==> config.mk <==
export PLATFORM = sky130hd
export DESIGN_NAME = regbank_dump
export DESIGN_NICKNAME = d
export VERILOG_FILES = /design/src/rtl/datapath_pkg.sv /design/src/rtl/regbank_dump.sv
export SDC_FILE = /design/constraint.sdc
export NUM_CORES = 1
export LEC_CHECK = 0
export ABC_CLOCK_PERIOD_IN_PS = 3600
export CORE_ASPECT_RATIO = 1.5
export CORE_MARGIN = 2
export CORE_UTILIZATION = 47
export CTS_BUF_LIST = sky130_fd_sc_hd__clkbuf_4 sky130_fd_sc_hd__clkbuf_8 sky130_fd_sc_hd__clkbuf_16
export DETAILED_ROUTE_END_ITERATION = 8
export MAX_ROUTING_LAYER = met4
export PLACE_DENSITY = 0.91
export SYNTH_ARGS = -nofsm -noshare
export SYNTH_HDL_FRONTEND = slang
export SYNTH_SLANG_ARGS = --single-unit
==> constraint.sdc <==
create_clock -name clk -period 3.6 [get_ports clk]
set_input_delay 0.54 -clock clk [delete_from_list [all_inputs] [get_ports clk]]
set_output_delay 0.54 -clock clk [all_outputs]
set_load 0.005 [all_outputs]
==> src/rtl/datapath_pkg.sv <==
// -----------------------------------------------------------------------------
// datapath_pkg
//
// Purpose : Shared constants and FSM state encoding for the register-bank
//           dump engine (regbank_dump).
//
// Contents:
//   DW_DEFAULT   - default data word width in bits
//   AW_DEFAULT   - default address width (bank depth is 2**AW words)
//   dump_state_e - dump FSM state encoding
// -----------------------------------------------------------------------------
package datapath_pkg;

    localparam int DW_DEFAULT = 32;
    localparam int AW_DEFAULT = 5;

    // Dump FSM states.
    //   ST_IDLE : waiting for start
    //   ST_REQ  : one-cycle read strobe to the bank at cur_addr
    //   ST_CAPT : bank data is valid this cycle; capture it into the output regs
    //   ST_HOLD : word presented on the output, waiting for out_ready
    //   ST_FIN  : one-cycle done pulse after the final word was accepted
    typedef enum logic [2:0] {
        ST_IDLE = 3'd0,
        ST_REQ  = 3'd1,
        ST_CAPT = 3'd2,
        ST_HOLD = 3'd3,
        ST_FIN  = 3'd4
    } dump_state_e;

endpackage : datapath_pkg

==> src/rtl/regbank_dump.sv <==
// -----------------------------------------------------------------------------
// regbank_dump
//
// Purpose : Reads a contiguous (wrapping) address range out of a register bank
//           with one-cycle read latency and streams each word out through a
//           valid/ready output port, tagging each word with its bank address
//           and flagging the final word of the range.
//
// Parameters:
//   DW - data word width in bits
//   AW - address width; bank depth is 2**AW words
//
// Ports:
//   clk        in   clock, all state updates on the rising edge
//   rst_n      in   asynchronous active-low reset
//   start      in   single-cycle dump request, honoured only in IDLE
//   first_addr in   first address of the dump (sampled with start)
//   last_addr  in   last address of the dump (sampled with start)
//   rd_en      out  bank read strobe, high only in REQ
//   rd_addr    out  bank read address, always equal to the current address
//   rd_data    in   bank read data, valid one cycle after rd_en
//   out_valid  out  out_data / out_addr / out_last hold a word
//   out_ready  in   consumer accepts the word
//   out_data   out  dumped word
//   out_addr   out  bank address of out_data
//   out_last   out  out_data is the final word of the dump
//   busy       out  high in every state except IDLE
//   done       out  one-cycle pulse after the final word is accepted
//
// Output handshake: a word transfers on a rising clock edge where out_valid
// and out_ready are both high. Once out_valid is raised, out_data, out_addr and
// out_last stay constant and out_valid stays high until that transfer edge;
// out_valid is never withdrawn without a transfer (except by reset).
// -----------------------------------------------------------------------------
module regbank_dump
    import datapath_pkg::*;
#(
    parameter int DW = DW_DEFAULT,
    parameter int AW = AW_DEFAULT
) (
    input  logic          clk,
    input  logic          rst_n,
    input  logic          start,
    input  logic [AW-1:0] first_addr,
    input  logic [AW-1:0] last_addr,
    output logic          rd_en,
    output logic [AW-1:0] rd_addr,
    input  logic [DW-1:0] rd_data,
    output logic          out_valid,
    input  logic          out_ready,
    output logic [DW-1:0] out_data,
    output logic [AW-1:0] out_addr,
    output logic          out_last,
    output logic          busy,
    output logic          done
);

    // -------------------------------------------------------------------------
    // State
    // -------------------------------------------------------------------------
    dump_state_e   state_q,     state_d;
    logic [AW-1:0] cur_addr_q,  cur_addr_d;
    logic [AW-1:0] end_addr_q,  end_addr_d;
    logic [DW-1:0] out_data_q,  out_data_d;
    logic [AW-1:0] out_addr_q,  out_addr_d;
    logic          out_last_q,  out_last_d;
    logic          out_valid_q, out_valid_d;

    // A word is handed to the consumer in this cycle.
    logic          xfer;

    assign xfer = (state_q == ST_HOLD) && out_valid_q && out_ready;

    // -------------------------------------------------------------------------
    // Next-state and datapath logic
    // -------------------------------------------------------------------------
    always_comb begin
        state_d     = state_q;
        cur_addr_d  = cur_addr_q;
        end_addr_d  = end_addr_q;
        out_data_d  = out_data_q;
        out_addr_d  = out_addr_q;
        out_last_d  = out_last_q;
        out_valid_d = out_valid_q;

        unique case (state_q)
            ST_IDLE: begin
                // The range is latched only here, so start pulses seen in any
                // other state cannot disturb a dump in progress.
                if (start) begin
                    cur_addr_d = first_addr;
                    end_addr_d = last_addr;
                    state_d    = ST_REQ;
                end
            end

            ST_REQ: begin
                // rd_en is decoded from this state; the bank answers next cycle.
                state_d = ST_CAPT;
            end

            ST_CAPT: begin
                out_data_d  = rd_data;
                out_addr_d  = cur_addr_q;
                // Equality against the latched end address terminates the
                // dump; with natural AW-bit wrap this covers first > last
                // (wrap through 2**AW-1 -> 0) and first == last (one word).
                out_last_d  = (cur_addr_q == end_addr_q);
                out_valid_d = 1'b1;
                state_d     = ST_HOLD;
            end

            ST_HOLD: begin
                if (xfer) begin
                    out_valid_d = 1'b0;
                    if (out_last_q) begin
                        state_d = ST_FIN;
                    end else begin
                        // Natural modulo-2**AW wrap of the address counter.
                        cur_addr_d = cur_addr_q + AW'(1);
                        state_d    = ST_REQ;
                    end
                end
            end

            ST_FIN: begin
                // start is deliberately not looked at here; it is honoured
                // again from the IDLE cycle that follows.
                state_d = ST_IDLE;
            end

            default: begin
                state_d = ST_IDLE;
            end
        endcase
    end

    // -------------------------------------------------------------------------
    // Registers
    // -------------------------------------------------------------------------
    always_ff @(posedge clk or negedge rst_n) begin
        if (!rst_n) begin
            state_q     <= ST_IDLE;
            cur_addr_q  <= '0;
            end_addr_q  <= '0;
            out_data_q  <= '0;
            out_addr_q  <= '0;
            out_last_q  <= 1'b0;
            out_valid_q <= 1'b0;
        end else begin
            state_q     <= state_d;
            cur_addr_q  <= cur_addr_d;
            end_addr_q  <= end_addr_d;
            out_data_q  <= out_data_d;
            out_addr_q  <= out_addr_d;
            out_last_q  <= out_last_d;
            out_valid_q <= out_valid_d;
        end
    end

    // -------------------------------------------------------------------------
    // Outputs
    // -------------------------------------------------------------------------
    // Strobes and status are pure decodes of the state register, so they drop
    // together with the state when reset is asserted asynchronously.
    assign rd_en     = (state_q == ST_REQ);
    assign rd_addr   = cur_addr_q;
    assign busy      = (state_q != ST_IDLE);
    assign done      = (state_q == ST_FIN);

    assign out_valid = out_valid_q;
    assign out_data  = out_data_q;
    assign out_addr  = out_addr_q;
    assign out_last  = out_last_q;

endmodule : regbank_dump

# [Word-level counts from Yosys, hierarchy flattened]
# Cells that the tools add are included.
[op_classes] addsub=1 n_mul=0 n_div=0 magnitude_cmp=0 n_eq_ne=8 shift=0 muxes=10 bitwise=0 n_reduce_logical=10
[op_table] cell="$mux W5" n=3
[op_table] cell="$pmux W3 S4" n=1
[op_table] cell="$pmux W5 S2" n=1
[op_table] cell="$mux W3" n=3
[op_table] cell="$eq A3 B2 Y1 const B" n=2
[op_table] cell="$ne A2 B2 Y1 const B" n=3
[op_table] cell="$reduce_and A2 Y1" n=3
[op_table] cell="$add A5 B1 Y5 const B" n=1
[op_table] cell="$eq A5 B5 Y1" n=1
[op_table] cell="$reduce_and A4 Y1" n=1
[op_table] cell="$reduce_bool A2 Y1" n=2
[op_table] cell="$eq A3 B1 Y1 const B" n=1
[op_table] cell="$eq A3 B3 Y1 const B" n=1
[op_table] cell="$logic_not A3 Y1" n=1
[op_table] cell="$reduce_bool A3 Y1" n=1
[op_table] cell="$logic_and A1 B1 Y1" n=2
[op_table] cell="$pmux W1 S2" n=1
[op_table] cell="$mux W1" n=1
[word_totals] register_bits=52 latch_bits=0 ram_bits=0 rom_bits=0 out_inout_bits=47 memories=0

# [Logic depth before layout (Yosys ltp)]
# Gate-level depths: netlist of the first run.
[depth] ltp_word=5 ltp_mapped=6

# [Least setup slack after synthesis of the first run]
# Ideal clock, no wire load.
[synth_timing] path_kind="reg2out" from="reg state_q[0]" to="out busy" arrival_ns=0.953 t_required_ns=3.060 path_slack_ns=2.107 stages_incl_launch_ff=3 n_path_buf=1 path_cell_list="dfrtp_1 buf_6 or3_2"
[synth_between] elab_chain_cells=1
[synth_rtl] item="start: declaration" line="regbank_dump.sv:61" text="dump_state_e state_q, state_d;"
[synth_rtl] item="start signal: assignment" line="regbank_dump.sv:151" text="state_q <= state_d;"
[synth_rtl] item="$reduce_bool A3 Y1" line="regbank_dump.sv:168" text="assign busy = (state_q != ST_IDLE);"
[synth_rtl] item="end: declaration" line="regbank_dump.sv:54" text="output logic busy,"
# No other way between the ends.

# [Worst setup path after layout of the first run]
# Ends and elaborated chain as after synthesis.

==> qor.txt, run 1 <==
Routability Congestion -> 0.7123
Final Skew -> 0.004708 ns
H-tree depth -> 2
Port bufs -> 92
Final Cycle Share -> 64.20%
Pwr/cell area -> 829.7 nW/um2
First-pass GRT wire length -> 8493 um
Num CTS Buffers -> 5
Total number of yosys warnings -> 0
Tot Pwr -> 2.825 mW
Tmin final -> 2.311 ns
Hold_buf cts -> 0
GRT busiest layer -> met2
Area of the core -> 4848 um2
Layout cells sized above 1 -> 23.27%
Reg2reg setup slack -> 1.54 ns
Die area -> 5660 um2
Fin. max-slew vios -> 0
Max-cap viol count -> 0
Synth Instances -> 153
CTS Sinks -> 52
Clock Pin Slew Worst Setup and Hold Paths -> 0.09 ns
Site Rows -> 31
CTS resizes -> 0
M1 GR Usage -> 24.53%
VDD IR-drop max -> 0.0005181 V
Reg2reg start -> state_q[1]
Drt first pass iters -> 3
Final nets -> 292
Worst Path Required -> 3.06 ns
CP endpoint kind -> output port
Avg WL per Cell -> 16.20 um
Hpwl dp -> 3468 um
Slew @ Worst Pin -> 1.135 ns
Final Hold Fails -> 0
Overflow after GRT -> 0
Worst setup path category -> register to output port
Vias in the first global route -> 1,648
Avg Inst Size Synth -> 15.55 um2
I/O pins -> 93
Initial antenna violation count -> 0
Worst-Skew Late Latency -> 0.30 ns
Outcome -> finished clean
Post-Syn Nets -> 200
M2 GR Usage -> 31.79%
CP Max Fanout -> 9
Post-route DRC -> 0
Total GRT Usage -> 19.38%
Startpoint Class -> register
Post-CTS setup buffer count -> 0
Mapped cell area -> 2380 um2
RR Endpoint -> out_data[1]
Die width -> 62.10 um
Slew margin rel. -> 24.32%
DR vias -> 1,549
Clock Tree Root -> clkbuf_8
CTS tree -> yes
Fmax -> 432.7 MHz
Leak -> 1.452 nW
Arr. time, crit path -> 1.77 ns
Die Y -> 91.15 um
Clock tree buffer depth -> 2
Antenna Cells -> 0
Post-synthesis cell type count -> 35
M3 GR Usage -> 3.717%
Area growth syn-to-layout -> 43.06%
Post-synthesis register bit count -> 52
Final setup vio count -> 0
RSZ-0062 raised after global routing -> false
Sequential area share after synthesis -> 54.68%
Drt total wl -> 5038 um
Initial Utilization -> 49.08%
Vias per cell -> 4.981
Setup TNS -> 0 ns
DRT iter0 DRCs -> 46
Pin count of the biggest net entering global routing -> 53
Worst hold path class -> primary input to asynchronous set/reset pin
R2R depth -> 3
Post-DRT Antenna Nets -> 0
-- cell type report --
| class | instances | area [um2] |
|---|---|---|
| clock buffers | 5 | 68.82 |
| clock inverters | 2 | 60.06 |
| fillers | 351 | 1444 |
| inverters | 1 | 3.754 |
| multi-input cells | 93 | 972.2 |
| flip-flops and latches | 52 | 1301 |
| well taps | 66 | 82.58 |
| repair buffers | 92 | 915.9 |
-- power by group --
| group | internal (mW) | total, mW | switching, mW |
|---|---|---|---|
| Combinational | 0.919 | 1.30 | 0.381 |
| Clock | 0.274 | 0.458 | 0.184 |
| Sequential | 0.858 | 1.07 | 0.209 |
-- routing by layer --
layer,part of all wire (%),vias up
li1,-,722
met1,44,768
met2,50,52
met3,4.8,7
met4,1.3,0
met5,0,-
-- cell families after synthesis --
logic type	count (synthesis)	share of synthesized area, %
simple gates	26	7.361
xor+xnor	5	1.840
fa+ha+maj	1	0.5257
compound gates	18	4.995
flops	52	54.68
mux	43	26.13
buf+inv	8	4.468
-- layout by cell type (no fill, tap or decap), drive strengths merged, types with 2 or more instances in the layout --
master / Yosys / routed
clkdlybuf4s50: 0 / 91
dfrtp: 52 / 52
mux2: 42 / 42
o21ai: 8 / 8
nand3: 5 / 5
xnor2: 5 / 5
clkbuf: 0 / 5
nor2: 4 / 4
a21oi: 4 / 4
nor2b: 3 / 3
nor3b: 2 / 2
nor3: 2 / 2
nand2: 2 / 2
bufinv: 0 / 2
and2: 2 / 2
and3: 2 / 2
-- through the flow --
stage / hold WS [ns] / instance area, um2 / utilization [%] / instances / setup slack [ns]
4_1_cts: 0.5047 / 3405 / 70.22 / 311 / 1.282
6_report: 0.4514 / 3405 / 70.22 / 311 / 1.289
2_1_floorplan: 0.2444 / 2380 / - / 153 / 2.107
3_3_place_gp: 0.4904 / 3276 / 67.56 / 304 / 1.585
3_5_place_dp: 0.4922 / 3276 / 67.56 / 304 / 1.555
5_1_grt: 0.5350 / 3405 / 70.22 / 311 / 1.238
-- registers in the layout, indices dropped and copies added (netlist names) --
signal and count:
out_addr 5, out_valid 1, rd_addr 5, out_data 32
state_q 3, end_addr_q 5, out_last 1
-- synth_stat cells --
master / instances / area share [%]
buf_2: 1 / 0.21
nor4b_4: 1 / 1.0
o22ai_1: 1 / 0.26
mux2i_1: 1 / 0.42
buf_8: 1 / 0.63
or3_2: 1 / 0.32
nand3_1: 5 / 1.1
o31ai_1: 1 / 0.32
buf_6: 2 / 0.95
dfrtp_1: 52 / 55
nand2_1: 2 / 0.32
and2_1: 1 / 0.26
a31oi_4: 1 / 0.89
and2b_4: 1 / 0.42
a21o_1: 1 / 0.32
a2bb2oi_1: 1 / 0.37
inv_1: 1 / 0.16
nor2_1: 4 / 0.63
xnor2_1: 5 / 1.8
nor3b_1: 2 / 0.63
nor2b_1: 2 / 0.53
o21ai_0: 7 / 1.5
a211oi_1: 1 / 0.32
nor2b_4: 1 / 0.58
a21oi_1: 4 / 0.84
and3_1: 1 / 0.26
buf_12: 3 / 2.5
nor3_1: 2 / 0.42
and3_2: 1 / 0.32
o21ai_1: 1 / 0.21
mux2_4: 37 / 23
and2_2: 1 / 0.32
nand3b_1: 1 / 0.32
mux2_2: 5 / 2.4
ha_1: 1 / 0.53
-- worst max-delay path, cell delays in order (launching register included) --
cell,delay (ns)
dfrtp_1,0.50
or3_2,0.50
clkdlybuf4s50_1,0.47
-- how the worst max path moves through the flow --
stage               startpoint      endpoint  slack, ns  depth (start not counted)
finish              state_q[0]          busy       1.29                          2
global route        state_q[0]          busy       1.24                          2
CTS                 state_q[0]          busy       1.28                          2
detailed placement  state_q[1]  out_data[10]       1.56                          3
global placement    state_q[1]   out_data[4]       1.59                          3
floorplan           state_q[0]          busy       2.11                          2
No activity file was read; power rests on OpenSTA's default activity.
==> run 2: changes to the inputs <==
--- a/config.mk
+++ b/config.mk
@@ -5,14 +5,14 @@
 export SDC_FILE = /design/constraint.sdc
 export NUM_CORES = 1
 export LEC_CHECK = 0
-export ABC_CLOCK_PERIOD_IN_PS = 3600
+export ABC_CLOCK_PERIOD_IN_PS = 2300
 export CORE_ASPECT_RATIO = 1.5
 export CORE_MARGIN = 2
-export CORE_UTILIZATION = 47
+export CORE_UTILIZATION = 43
 export CTS_BUF_LIST = sky130_fd_sc_hd__clkbuf_4 sky130_fd_sc_hd__clkbuf_8 sky130_fd_sc_hd__clkbuf_16
 export DETAILED_ROUTE_END_ITERATION = 8
 export MAX_ROUTING_LAYER = met4
-export PLACE_DENSITY = 0.91
+export PLACE_DENSITY = 0.85
 export SYNTH_ARGS = -nofsm -noshare
 export SYNTH_HDL_FRONTEND = slang
 export SYNTH_SLANG_ARGS = --single-unit
==> constraint.sdc (replaced) <==
create_clock -name clk -period 2.3 [get_ports clk]
set_input_delay 0.345 -clock clk [delete_from_list [all_inputs] [get_ports clk]]
set_output_delay 0.345 -clock clk [all_outputs]
set_load 0.005 [all_outputs]
==> run 2 against run 1 <==
Sequential share of layout area down 0.24 points. Combinational power up 59%. Worst setup slack worse by 1.1 ns. Non-clock buffer count up 3. Flip-flop and latch count unchanged. Die area up 8.8%. Routed wire length down 4.1%. Worst hold slack worse by 0.30 ns. Via count up 0.52%. Count of clock-buffer cells in the layout up 2. Largest power group unchanged. Highest routed layer unchanged.
==> qor.txt, run 2 (synthesis results as in run 1) <==
Total GRT Usage -> 16.77%
Port bufs -> 92
Hpwl dp -> 3597 um
CTS resizes -> 0
DRT iter0 DRCs -> 97
Placed cell count -> 311
Arr. time, crit path -> 1.74 ns
Outcome -> finished clean
Slowest CP cell -> or3_2
Crit-path cells -> or3_2 > clkdlybuf4s50_1
Antenna Cells -> 0
Clock Tree Root -> clkbuf_8
Commonest cells after routing, fill and taps aside -> clkdlybuf4s50_1, dfrtp_1, mux2_4
Final Hold Fails -> 0
Num CTS Buffers -> 5
Startpoint Class -> register
Setup TNS -> 0 ns
Post-DRT Antenna Nets -> 0
Final Skew -> 0.007100 ns
Fin cells -> 319
VDD IR-drop max -> 0.0005252 V
Avg WL per Cell -> 15.15 um
First-pass GRT wire length -> 7866 um
Number of flip-flops in the largest register -> 32
CP endpoint kind -> output port
DR vias -> 1,557
CTS Sinks -> 52
Slew @ Worst Pin -> 0.6382 ns
Site Rows -> 33
Hold WS -> 0.1552 ns
Area of the core -> 5409 um2
Vias per cell -> 4.881
Max-cap viol count -> 0
Die width -> 64.74 um
Post-Layout Inst Area -> 3426 um2
Die Y -> 95.11 um
I/O pins -> 93
Worst hold path class -> primary input to asynchronous set/reset pin
Tmin final -> 2.089 ns
Initial Utilization -> 44.00%
Post-route setup slack -> 0.2114 ns
Post-route DRC -> 0
Clock tree buffer depth -> 2
H-tree depth -> 2
CTS tree -> yes
Overflow after GRT -> 0
Final nets -> 295
Slew margin rel. -> 57.45%
Pwr/cell area -> 1243 nW/um2
Commonest non-fill, non-tap cell in the layout -> clkdlybuf4s50_1
Pin count of the biggest net entering global routing -> 53
Worst-Skew Late Latency -> 0.29 ns
Final Cycle Share -> 90.81%
Layout cells sized above 1 -> 24.50%
Initial antenna violation count -> 0
Drt total wl -> 4832 um
Max incr delay on CP -> 0.50 ns
Vias in the first global route -> 1,600
RSZ-0062 raised after global routing -> false
Post-CTS setup buffer count -> 0
Leak -> 1.457 nW
Worst Path Required -> 1.96 ns
CP Max Fanout -> 9
Area growth syn-to-layout -> 43.95%
Routability Congestion -> 0.7244
Clock Pin Slew Worst Setup and Hold Paths -> 0.09 ns
Fmax -> 478.8 MHz
Hold_buf cts -> 0
Placed inst area -> 3328 um2
Die area -> 6157 um2
Worst setup path category -> register to output port
Fin. max-slew vios -> 0
Drt first pass iters -> 4
Setup WS pre-CTS -> 0.4687 ns
Final setup vio count -> 0
## run 2: changes by cell type in the layout (fill, tap and decap cells not counted)
cell | before | now
clkbuf_4 | 0 | 1
clkbuf_8 | 5 | 6
buf_4 | 0 | 1
clkinvlp_4 | 0 | 1
buf_12 | 0 | 2
bufinv_16 | 2 | 0
## run 2: worst max-delay path, delay by kind of cell, from the launching register on
family / cells / cell delay [ns]
buffers and inverters: 1 / 0.47
DFF: 1 / 0.49
and+or+nand+nor: 1 / 0.50
## run 2: routing by layer
metal	wire length, um	GRT usage (%)	up-vias
met3	196	2.715	4
met1	1935	19.61	769
met5	0	-	-
met2	2639	29.64	55
met4	60	4.787	0
li1	-	-	729
## run 2: metrics by stage
step                      utilization [%]  power [mW]
after floorplan                         -       2.796
after global routing                63.34       4.542
after CTS                           63.34       4.318
after global placement              61.53       3.696
final                               63.34       4.259
after detailed placement            61.53       3.755
## run 2: path summary, 6_finish.rpt
check / startpoint / endpoint / slack, ns / cells after the start
setup / recovery: state_q[0] / busy / 0.21 / 2
hold / removal: rst_n / out_data[4] / 0.16 / 2
min in group clk: out_data[27] / out_data[27] / 0.52 / 1
setup reg to reg: state_q[1] / out_data[31] / 0.47 / 4
hold reg to reg: out_data[27] / out_data[27] / 0.52 / 1
max in group asynchronous: rst_n / rd_addr[4] / 1.72 / 2
## run 2: layout make-up
type                    count  area [um2]
clock buffers               7       90.09
clock inverters             1       7.507
fillers                   430        1983
inverters                   1       3.754
multi-input cells          93       972.2
flip-flops and latches     52        1301
well taps                  70       87.58
repair buffers             95       963.4
## run 2: where the power goes
| group | leakage, nW | internal, mW | switching, mW | total, mW |
|---|---|---|---|---|
| combinational | 0.778 | 1.47 | 0.593 | 2.07 |
| clock | 0.0479 | 0.257 | 0.277 | 0.534 |
| sequential | 0.631 | 1.34 | 0.317 | 1.66 |
| total | 1.46 | 3.07 | 1.19 | 4.26 |
==> run 3: changes to the inputs <==
--- a/config.mk
+++ b/config.mk
@@ -11,7 +11,6 @@
 export CORE_UTILIZATION = 43
 export CTS_BUF_LIST = sky130_fd_sc_hd__clkbuf_4 sky130_fd_sc_hd__clkbuf_8 sky130_fd_sc_hd__clkbuf_16
 export DETAILED_ROUTE_END_ITERATION = 8
-export MAX_ROUTING_LAYER = met4
 export PLACE_DENSITY = 0.85
 export SYNTH_ARGS = -nofsm -noshare
 export SYNTH_HDL_FRONTEND = slang
==> run 3 against run 2 <==
Count of clock-buffer cells in the layout is the same. Critical path depth is the same. Core utilization is the same. Worst setup slack lost 0.0021 ns. Largest power group unchanged. Register-to-register slack is essentially flat. Sequential share of layout area is the same. Clock skew is essentially flat.
==> qor.txt, run 3 (synthesis results as in run 1) <==
DRT iter0 DRCs -> 92
Final setup vio count -> 0
Slew margin rel. -> 57.16%
Number of flip-flops in the largest register -> 32
Tot Pwr -> 4.260 mW
Vias in the first global route -> 1,599
H-tree depth -> 2
Post-DRT Antenna Nets -> 0
Fin. max-slew vios -> 0
Fmax -> 478.3 MHz
Site Rows -> 33
Worst hold path class -> primary input to asynchronous set/reset pin
Die area -> 6157 um2
Clock tree buffer depth -> 2
Outcome -> finished clean
Die Y -> 95.11 um
Num CTS Buffers -> 5
Vias per cell -> 4.865
DR WL met3 -> 179 um
CTS tree -> yes
Final nets -> 295
Post-route DRC -> 0
Post-Layout Inst Area -> 3426 um2
Initial antenna violation count -> 0
Final Hold Fails -> 0
Seq pwr share -> 39.0%
Internal -> 3.072 mW
VDD IR-drop max -> 0.0005257 V
Total GRT Usage -> 16.27%
Port bufs -> 92
CP endpoint kind -> output port
Slew @ Worst Pin -> 0.6426 ns
Final Skew -> 0.006857 ns
Layout cells sized above 1 -> 24.50%
Hold_buf cts -> 0
CP Max Fanout -> 9
Commonest cells after routing, fill and taps aside -> clkdlybuf4s50_1, dfrtp_1, mux2_4
Hpwl dp -> 3597 um
First-pass GRT wire length -> 7852 um
Drt total wl -> 4852 um
Max-cap viol count -> 0
Sw Share -> 27.89%
Worst setup path category -> register to output port
DR vias -> 1,552
Tmin final -> 2.091 ns
RSZ-0062 raised after global routing -> false
Die width -> 64.74 um
Worst Path Required -> 1.96 ns
Worst-Skew Late Latency -> 0.29 ns
Placed inst area -> 3328 um2
Pin count of the biggest net entering global routing -> 53
Routability Congestion -> 0.7161
Area growth syn-to-layout -> 43.95%
Initial Utilization -> 44.00%
Overflow after GRT -> 0
WL met1 -> 1968 um
Clock Pin Slew Worst Setup and Hold Paths -> 0.09 ns
Combinational Power Share -> 48.5%
CTS Sinks -> 52
Leak -> 1.457 nW
Clock Tree Root -> clkbuf_8
Setup TNS -> 0 ns
Hold WS -> 0.1556 ns
Antenna Cells -> 0
Area of the core -> 5409 um2
CTS resizes -> 0
Post-CTS setup buffer count -> 0
Startpoint Class -> register
Final Cycle Share -> 90.90%
Arr. time, crit path -> 1.75 ns
Psw -> 1.188 mW
I/O pins -> 93
Avg WL per Cell -> 15.21 um
Drt first pass iters -> 4
Pwr/cell area -> 1244 nW/um2
Commonest non-fill, non-tap cell in the layout -> clkdlybuf4s50_1
Met2 wire length -> 2643 um
Clk network pwr share -> 12.6%
Top layer reached by signal wires -> met4
-- run 3: layout make-up --
class	instances	area (um2)
Sequential cell	52	1301
Fill cell	430	1983
Multi-Input combinational cell	93	972.2
Clock buffer	7	90.09
Inverter	1	3.754
Clock inverter	1	7.507
Timing Repair Buffer	95	963.4
Tap cell	70	87.58
-- run 3: power by group through the flow --
stage | clock [mW] | sequential (mW) | combinational (mW)
floorplan | 0 | 1.65 | 1.15
global placement | 0 | 1.65 | 2.04
detailed placement | 0 | 1.67 | 2.08
CTS | 0.560 | 1.66 | 2.10
global route | 0.599 | 1.72 | 2.22
finish | 0.535 | 1.66 | 2.07
-- run 3: critical path, stage by stage (launching register included) --
cell             delay (ns)
dfrtp_1                0.48
or3_2                  0.50
clkdlybuf4s50_1        0.47
-- run 3: metal layers --
layer  global-route usage (%)  vias to the layer above
met4                    4.787                        0
met2                    29.64                       47
met1                    19.54                      771
met5                        0                        -
li1                         -                      729
met3                    2.715                        5
-- run 3: worst paths after layout --
kind                                    from           end  slack, ns  depth (start not counted)
worst max-delay path              state_q[0]          busy       0.21                          2
worst min register to register  out_data[27]  out_data[27]       0.52                          1
worst max register to register    state_q[1]  out_data[31]       0.47                          4
min in group clk                out_data[27]  out_data[27]       0.52                          1
max in group asynchronous              rst_n    rd_addr[4]       1.71                          2
worst min-delay path                   rst_n   out_data[4]       0.16                          2
-- run 3: metrics by stage --
| stage | worst slack (ns) | instances | util [%] |
|---|---|---|---|
| 6_report | 0.2093 | 319 | 63.34 |
| 2_1_floorplan | 0.8519 | 153 | - |
| 5_1_grt | 0.1568 | 319 | 63.34 |
| 3_5_place_dp | 0.4687 | 311 | 61.53 |
| 4_1_cts | 0.1937 | 319 | 63.34 |
| 3_3_place_gp | 0.5021 | 311 | 61.53 |
